### config.mk
export PLATFORM = sky130hd
export DESIGN_NAME = pc_sequencer
export DESIGN_NICKNAME = d
export VERILOG_FILES = /design/src/rtl/pc_sequencer.sv
export SDC_FILE = /design/constraint.sdc
export NUM_CORES = 1
export LEC_CHECK = 0
export BUFFER_PORTS_ARGS = -buffer_cell sky130_fd_sc_hd__buf_2
export CORE_MARGIN = 5
export CORE_UTILIZATION = 42
export DETAILED_ROUTE_END_ITERATION = 6
export GPL_ROUTABILITY_DRIVEN = 1
export PLACE_DENSITY_LB_ADDON = 0.2
export SLEW_MARGIN = 0
export SYNTH_ARGS = -nofsm -noshare
export SYNTH_HDL_FRONTEND = slang
export SYNTH_SLANG_ARGS = --single-unit
### constraint.sdc
create_clock -name clk -period 1.6 [get_ports clk]
set_clock_uncertainty 0.1 [all_clocks]
set_input_delay 0.08 -clock clk [delete_from_list [all_inputs] [get_ports clk]]
set_output_delay 0.08 -clock clk [all_outputs]
set_load 0.1 [all_outputs]
### src/rtl/pc_sequencer.sv
// Multi-cycle instruction sequencer: FETCH -> EXEC -> UPDATE, with HALT/resume and fetch-timeout FAULT.
// Optional statistics counters are compiled in when PCSEQ_STATS_EN is defined.
`ifndef PC_OP_LEN
`define PC_OP_LEN        3
`define PC_OP_NEXT_STEP  3'd0
`define PC_OP_IMM_JMP    3'd1
`define PC_OP_REG_JMP    3'd2
`define PC_OP_OFFSET_JMP 3'd3
`define PC_OP_HALT       3'd4
`endif

module pc_sequencer #(
   parameter int FETCH_TIMEOUT = 16
`ifdef PCSEQ_STATS_EN
   ,
   parameter int CNT_W         = 32
`endif
) (
   input  logic                   clk,
   input  logic                   rst,
   output logic                   imem_req,
   input  logic                   imem_ack,
   input  logic [31:0]            instr,
   output logic [31:0]            ir,
   input  logic                   is_j,
   input  logic                   is_jr,
   input  logic                   is_branch,
   input  logic                   is_halt,
   output logic                   ex_start,
   input  logic                   ex_done,
   input  logic                   br_taken,
   input  logic                   resume,
   output logic [`PC_OP_LEN-1:0]  pc_op,
   output logic                   halted,
   output logic                   fault,
`ifdef PCSEQ_STATS_EN
   output logic [CNT_W-1:0]       cyc_cnt,
   output logic [CNT_W-1:0]       instr_cnt,
   output logic [CNT_W-1:0]       taken_cnt,
`endif
   output logic [2:0]             dbg_state
);

   // Handshakes: imem_req is a level held until imem_ack is seen in FETCH;
   // ex_start pulses once, then ex_done is accepted in any EXEC cycle.
   typedef enum logic [2:0] {
      S_FETCH  = 3'd0,
      S_EXEC   = 3'd1,
      S_UPDATE = 3'd2,
      S_HALT   = 3'd3,
      S_FAULT  = 3'd4
   } state_e;

   localparam int               TO_W    = (FETCH_TIMEOUT > 1) ? $clog2(FETCH_TIMEOUT) : 1;
   localparam logic [TO_W-1:0]  TO_LAST = TO_W'((FETCH_TIMEOUT > 0) ? FETCH_TIMEOUT - 1 : 0);
   localparam bit               TO_EN   = (FETCH_TIMEOUT != 0);

   state_e                 state_q, state_d;
   logic [TO_W-1:0]        to_cnt_q, to_cnt_d;
   logic [31:0]            ir_q, ir_d;
   logic                   ex_start_q, ex_start_d;
   logic                   taken_q, taken_d;
   logic                   force_next_q, force_next_d;
   logic [`PC_OP_LEN-1:0]  pc_op_c;

   always_ff @(posedge clk or negedge rst) begin
      if (!rst) begin
         state_q      <= S_FETCH;
         to_cnt_q     <= '0;
         ir_q         <= '0;
         ex_start_q   <= 1'b0;
         taken_q      <= 1'b0;
         force_next_q <= 1'b0;
      end else begin
         state_q      <= state_d;
         to_cnt_q     <= to_cnt_d;
         ir_q         <= ir_d;
         ex_start_q   <= ex_start_d;
         taken_q      <= taken_d;
         force_next_q <= force_next_d;
      end
   end

   always_comb begin
      state_d      = state_q;
      to_cnt_d     = '0;
      ir_d         = ir_q;
      ex_start_d   = 1'b0;
      taken_d      = taken_q;
      force_next_d = 1'b0;
      pc_op_c      = `PC_OP_HALT;
      case (state_q)
         S_FETCH: begin
            if (imem_ack) begin
               ir_d       = instr;
               ex_start_d = 1'b1;
               state_d    = S_EXEC;
            end else if (TO_EN && (to_cnt_q == TO_LAST)) begin
               state_d = S_FAULT;
            end else begin
               to_cnt_d = to_cnt_q + 1'b1;
            end
         end
         S_EXEC: begin
            if (ex_done) begin
               taken_d = br_taken;
               state_d = S_UPDATE;
            end
         end
         S_UPDATE: begin
            state_d = S_FETCH;
            // A resume from HALT steps past the halt instruction regardless of decode.
            if (force_next_q) begin
               pc_op_c = `PC_OP_NEXT_STEP;
            end else if (is_halt) begin
               pc_op_c = `PC_OP_HALT;
               state_d = S_HALT;
            end else if (is_jr) begin
               pc_op_c = `PC_OP_REG_JMP;
            end else if (is_j) begin
               pc_op_c = `PC_OP_IMM_JMP;
            end else if (is_branch && taken_q) begin
               pc_op_c = `PC_OP_OFFSET_JMP;
            end else begin
               pc_op_c = `PC_OP_NEXT_STEP;
            end
         end
         S_HALT: begin
            if (resume) begin
               force_next_d = 1'b1;
               state_d      = S_UPDATE;
            end
         end
         S_FAULT: begin
            state_d = S_FAULT;
         end
         default: begin
            state_d = S_FETCH;
         end
      endcase
   end

   // Gated by rst so the request stays low while reset holds the FSM in FETCH.
   assign imem_req  = (state_q == S_FETCH) && rst;
   assign ir        = ir_q;
   assign ex_start  = ex_start_q;
   assign pc_op     = pc_op_c;
   assign halted    = (state_q == S_HALT);
   assign fault     = (state_q == S_FAULT);
   assign dbg_state = state_q;

`ifdef PCSEQ_STATS_EN
   logic [CNT_W-1:0] cyc_cnt_q, instr_cnt_q, taken_cnt_q;
   logic             upd_taken;

   assign upd_taken = (state_q == S_UPDATE) && (pc_op_c != `PC_OP_NEXT_STEP) &&
                      (pc_op_c != `PC_OP_HALT);

   always_ff @(posedge clk or negedge rst) begin
      if (!rst) begin
         cyc_cnt_q   <= '0;
         instr_cnt_q <= '0;
         taken_cnt_q <= '0;
      end else begin
         if ((state_q != S_HALT) && (state_q != S_FAULT)) cyc_cnt_q <= cyc_cnt_q + CNT_W'(1);
         if (state_q == S_UPDATE) instr_cnt_q <= instr_cnt_q + CNT_W'(1);
         if (upd_taken) taken_cnt_q <= taken_cnt_q + CNT_W'(1);
      end
   end

   assign cyc_cnt   = cyc_cnt_q;
   assign instr_cnt = instr_cnt_q;
   assign taken_cnt = taken_cnt_q;
`endif

endmodule
==> results.md, run 1 <==
* Compound-Gate Fraction of Synth Area at between 3 and 4%
* Adder-cell share of the synthesized area at less than 1%
* Drt first pass iters at 4
* Hold Startpoint: imem_ack
* First-pass GRT wire length at 8560 microns
* Min-Delay Path Class: in2reg
* Post-synth top area cell: dfrtp_1
* Run status: complete, but fails checks
* Chip Width at roughly 77 microns
* Worst rel slew slack at approximately 65%
* Synth Instances at 120
* Placed cells at roughly 260
* CTS tree: done
* Die area at 5860 sq um
* Critical Path Source Type: register
* Crit path max fanout at 3
* Clk pin slew, worst setup/hold paths at roughly 0.080 ns
* Root buf cell: clkbuf_8
* Final wirelength at approximately 5200 microns
* Starting Density at between 40% and 50%
* Final GP Congestion at 0.689
* Most used DFF post-synth: dfrtp_1
* I/O pins at between 80 and 90
* Type of destination of the critical path: primary output
* Final hold vios at 0
* Post-DP Area at between 2000 and 3000 sq um
* R2R setup slack at -0.16 ns
* Number of CTS-inserted buffers at 5
* Most frequent cells after synthesis: 42 x dfrtp_1, 29 x mux2_4, 5 x a21oi_1, 5 x mux2_2
* Post-DR wirelength/cell at 16.5 microns
* Largest family of logic cells by synthesized area: multiplexers
* Buffer depth of the longest clock path at 2
* Worst hold path depth at 3
* Period minus WS final at roughly 1.8 ns
* TNS Setup at -4.43 ns
* Clock sinks at 42
* Fmax at 0.560 GHz
* #FFs+latches synth at 42
* Iteration-0 DRC Markers at 22
* Rows at 24
* Cell variety after synth at 27
* Setup WS post-layout at -0.186 ns
* Place WS at -0.00472 ns
* Post-synthesis xor/xnor area fraction at 0.470%
* Ranking of synthesized cells by area: dfrtp_1 56%, mux2_4 23%, buf_12 3.2%, mux2_2 3.0%, a21oi_1 1.3%
* RSZ-0062 raised after global routing: true
* Number of port buffers at between 80 and 90
* Antenna diodes at 0
* Routed Antenna Nets at 0
* Remaining DRCs at 0
* All-Layer GR Usage at between 10% and 20%
* Die Ht at around 77 microns
* Final number of max-transition violations at 0
* Failing checks: setup timing
* Mux contribution to synthesized area at 26.4%
* Core area at ~4300 sq um
* WP data required at approximately 1.4 ns
* Critical path class: reg2out
* Final Cycle Share at 112%
* Asr flop ratio synth at 100%
* Vias in the first global route at 1729
* Post-Synth Simple-Gate Area at 7.46%
* Syn_area_per_cell at roughly 16 sq um
* Worst flop-to-flop path endpoint: ir[10]
* Fin nets at 304
* Measured slew at the worst slew-check pin at approximately 0.52 ns
* R2R Path Start: dbg_state[2]
* Worst r2r path cells at 6
* Post-route insts no fill at between 300 and 400
* Final setup fails at 36
* Total grt overflow at 0
* Cell with the most instances after synthesis: dfrtp_1
* Yosys warnings at 0
* Max-Cap Viols at 0
* Post-synthesis cell area at about 1900 sq um
* EDFF count, synth at 0
* Filler cells at 279
* Htree depth at 2
* Hold endpoint: to_cnt_q[1]
* Fin area at ~3200 sq um
* Vias post-DR at 1487
* Pin count of the biggest net entering global routing at 43
* Sequential share of the synthesized area at 56.5%
* Proportion of netlist area held by the largest area contributor at ~56%
* Initial antenna violation count at 0
* Area grow syn2layout at 72.3%
* Synth Net Count at 163
* Ratio of cells with drive above 1 in the final layout at between 60% and 70%
* Via density at ~4.7
* Post-DP HPWL at ~3100 microns
* Critical path arrival at roughly 1.6 ns
* Worst-skew pair later-pin latency at about 0.29 ns
critical path, stage by stage (launching register included):
cell and delay (ns):
dfrtp_4 0.51, nand2b_4 0.17, nor4_4 0.18, nor3b_4 0.26, buf_12 0.20
worst max path at each step:
stage                             from        to
after global placement    dbg_state[0]     ir[1]
final                     dbg_state[2]  pc_op[0]
after CTS                 dbg_state[2]  pc_op[0]
after global routing      dbg_state[2]  pc_op[0]
after floorplan           dbg_state[0]  pc_op[0]
after detailed placement  dbg_state[2]    ir[25]
metal layers:
| metal | vias to the layer above | wire length [microns] | GRT usage (%) |
|---|---|---|---|
| li1 | 698 | - | - |
| met1 | 723 | 2010 | 20.2 |
| met2 | 55 | 2770 | 32.6 |
| met3 | 11 | 303 | 6.26 |
| met4 | 0 | 93 | 5.42 |
| met5 | - | 0 | 0 |
sequential cells by signal, summed over array words and instances (netlist names):
name	flops
ir	32
to_cnt_q	4
dbg_state	3
ex_start	1
force_next_q	1
taken_q	1
kinds of logic after synthesis:
family,after synthesis
xor gates and xnor gates,1
muxes,34
buffers and inverters,9
adders and majority gates,1
and+or+nand+nor,23
DFF,42
AOI/OAI and AO/OA,10
cell type report:
type	instances	area [sq um]	share of cell area [%]
clock inverter	2	12.5	0.390
timing repair buffer	140	1190	37.2
sequential	42	1060	33.1
tap	52	65.1	2.03
clock buffer	6	82.6	2.57
multi-input combinational	69	781	24.3
inverter	3	11.3	0.351
layout by cell type (no fill, tap or decap), types with 2 or more instances in the layout:
| master | count |
|---|---|
| dfrtp_4 | 3 |
| inv_1 | 2 |
| a21oi_1 | 5 |
| and3_1 | 2 |
| mux2_2 | 2 |
| clkbuf_8 | 6 |
| nor3_1 | 2 |
| dlygate4sd3_1 | 36 |
| o21ai_0 | 2 |
| dfrtp_1 | 39 |
| nor3b_4 | 2 |
| mux2_4 | 32 |
| buf_16 | 4 |
| nand2_1 | 4 |
| and2_4 | 3 |
| buf_6 | 2 |
| buf_4 | 10 |
| nor2_1 | 3 |
| buf_2 | 76 |
| buf_12 | 11 |
repair_timing:
action,4_1_cts,5_1_grt
endpoints found under the setup margin,32,38
hold buffers,36,0
endpoints found under the hold margin,78,0
buffers inserted,6,3
resized for setup,10,4
pin swaps,3,2
gates cloned,3,1
metrics by stage:
| step | hold WS (ns) | util, % |
|---|---|---|
| 3_5_place_dp | 0.101 | 57.9 |
| 5_1_grt | 0.0549 | 74.2 |
| 6_report | 0.0457 | 74.2 |
| 3_3_place_gp | 0.0891 | 57.9 |
| 4_1_cts | 0.0379 | 72.9 |
| 2_1_floorplan | -0.316 | - |
Power of run 1 is not shown: default switching activity piles up to over one toggle a cycle in this logic, so the estimate is an artifact.
==> inputs of run 2 (changes only) <==
CORE_UTILIZATION = 40   (was 42)
==> run 2 against run 1 <==
The flow still finishes with violations (setup timing). Die area increased by 4.3%. Core utilization shrank 5.5 points. Worst hold slack got worse by 0.0042 ns. Worst setup slack better by 0.034 ns. Cell count down 1.6%. Register-to-register slack improved by 0.11 ns. Global-route usage down 1.9 points.
==> results.md, run 2 (synthesized netlist as in run 1, its figures left out) <==
* Run status: complete, but fails checks
* Failing checks: setup timing
* Drt first pass iters at 4
* Post-route insts no fill at 309
* Clock sinks at 42
* Fmax at around 0.57 GHz
* Min-Delay Path Class: in2reg
* Via density at ~4.7
* Place WS at -0.0350 ns
* Final Cycle Share at 110%
* Vias post-DR at between 1000 and 1500
* Critical Path Max Stage Delay at about 0.5 ns
* Worst r2r path cells at 4
* Final wirelength at a little under 5000 microns
* CTS tree: done
* Worst rel slew slack at 66.8%
* Iteration-0 DRC Markers at 29
* I/O pins at 84
* Worst-skew pair later-pin latency at about 0.28 ns
* WP data required at about 1.4 ns
* Root buf cell: clkbuf_8
* Critical path cell sequence: nand2b_4, nor4_4, nor3b_4, buf_12
* Critical path arrival at around 1.6 ns
* Commonest non-fill, non-tap cells in the layout: 76 x buf_2, 39 x dfrtp_1, 36 x dlygate4sd3_1, 32 x mux2_4
* Die Ht at between 70 and 80 microns
* Type of destination of the critical path: primary output
* Pin count of the biggest net entering global routing at 26
* Routed Antenna Nets at 0
* Post-DP HPWL at roughly 3200 microns
* Total grt overflow at 0
* TNS Setup at -1.26 ns
* Htree depth at 2
* Max reg flops at 32
* Starting Density at between 40% and 50%
* All-Layer GR Usage at between 10% and 20%
* Buffer depth of the longest clock path at 2
* Hold endpoint: to_cnt_q[1]
* Delay-heaviest family, CP: simple AND/OR/NAND/NOR gates
* Setup WS post-layout at -0.152 ns
* Worst hold path depth at 3
* Final hold vios at 0
* Placed cells at 258
* Remaining DRCs at 0
* Vias in the first global route at between 1500 and 2000
* Most common cell after layout, fill and taps aside: buf_2
* Hold Startpoint: imem_ack
* Ratio of cells with drive above 1 in the final layout at 59.8%
* Final core utilization at 68.7%
* R2R Path Start: dbg_state[1]
* Die area at ~6000 sq um
* RSZ-0062 raised after global routing: true
* Core area at 4440 sq um
* Filler cells at between 300 and 400
* CP max-delay cell: dfrtp_4
* Area grow syn2layout at 63.9%
* Final GP Congestion at a little over 0.8
* Final setup fails at 36
* Number of CTS-inserted buffers at 5
* Critical Path Source Type: register
* Fin nets at slightly below 300
* First-pass GRT wire length at 7820 microns
* Post-DR wirelength/cell at roughly 16 microns
* R2R setup slack at -0.05 ns
* Worst flop-to-flop path endpoint: ir[9]
* Final number of max-transition violations at 0
* Chip Width at ~80 microns
* Critical path class: reg2out
* Max-Cap Viols at 0
* Crit path buf inv count at 1
* Period minus WS final at 1.75 ns
* Rows at 24
* Clk pin slew, worst setup/hold paths at about 0.080 ns
* Crit path max fanout at 3
* Initial antenna violation count at 0
* Number of port buffers at 83
* Measured slew at the worst slew-check pin at 0.501 ns
==> run 2: layout make-up <==
cell class	count	area [sq um]	area share, %
multi-input cells	69	781	25.6
clock buffers	6	72.6	2.38
clock inverters	2	13.8	0.451
repair buffers	134	1040	34.2
diodes	1	2.50	0.0820
flip-flops and latches	42	1060	34.8
inverters	3	11.3	0.369
well taps	52	65.1	2.13
==> run 2: how the worst max path moves through the flow <==
stage	slack [ns]	cells after the start	to	startpoint
after CTS	-0.17	4	pc_op[0]	dbg_state[2]
after floorplan	-0.48	3	pc_op[0]	dbg_state[0]
after global routing	-0.20	4	pc_op[0]	dbg_state[2]
after detailed placement	-0.03	4	ir[11]	dbg_state[0]
after global placement	0.008	4	ir[18]	dbg_state[0]
final	-0.15	4	pc_op[0]	dbg_state[2]
==> run 2: routing by layer <==
metal  track usage (%)  routed length [microns]  vias to the layer above
met3              5.03                      316                        4
met4              4.37                       37                        0
li1                  -                        -                      689
met1              20.1                     2110                      701
met5                 0                        0                        -
met2              28.1                     2360                       60
==> run 2: per-stage QoR <==
step	hold slack [ns]	area [sq um]
2_1_floorplan	-0.316	1950
3_3_place_gp	-0.00544	2500
3_5_place_dp	0.00280	2500
4_1_cts	0.0249	3100
5_1_grt	0.0526	3050
6_report	0.0415	3050
==> run 2: timing repair <==
| item | in CTS | in global routing |
|---|---|---|
| resized for setup | 13 | 11 |
| gates cloned | 3 | 0 |
| hold endpoints to repair | 77 | 0 |
| setup buffers | 6 | 2 |
| hold buffers | 36 | 0 |
| pin swaps | 3 | 1 |
| endpoints found under the setup margin | 38 | 38 |
==> run 2: worst register-to-register path, delay by kind of cell, from the launching register on <==
kind,cells,cell delay (ns)
multiplexers,1,0.31
buffers and inverters,1,0.16
flip-flops,1,0.53
AND/OR/NAND/NOR,2,0.44
Power of run 2 is left out for the same reason.
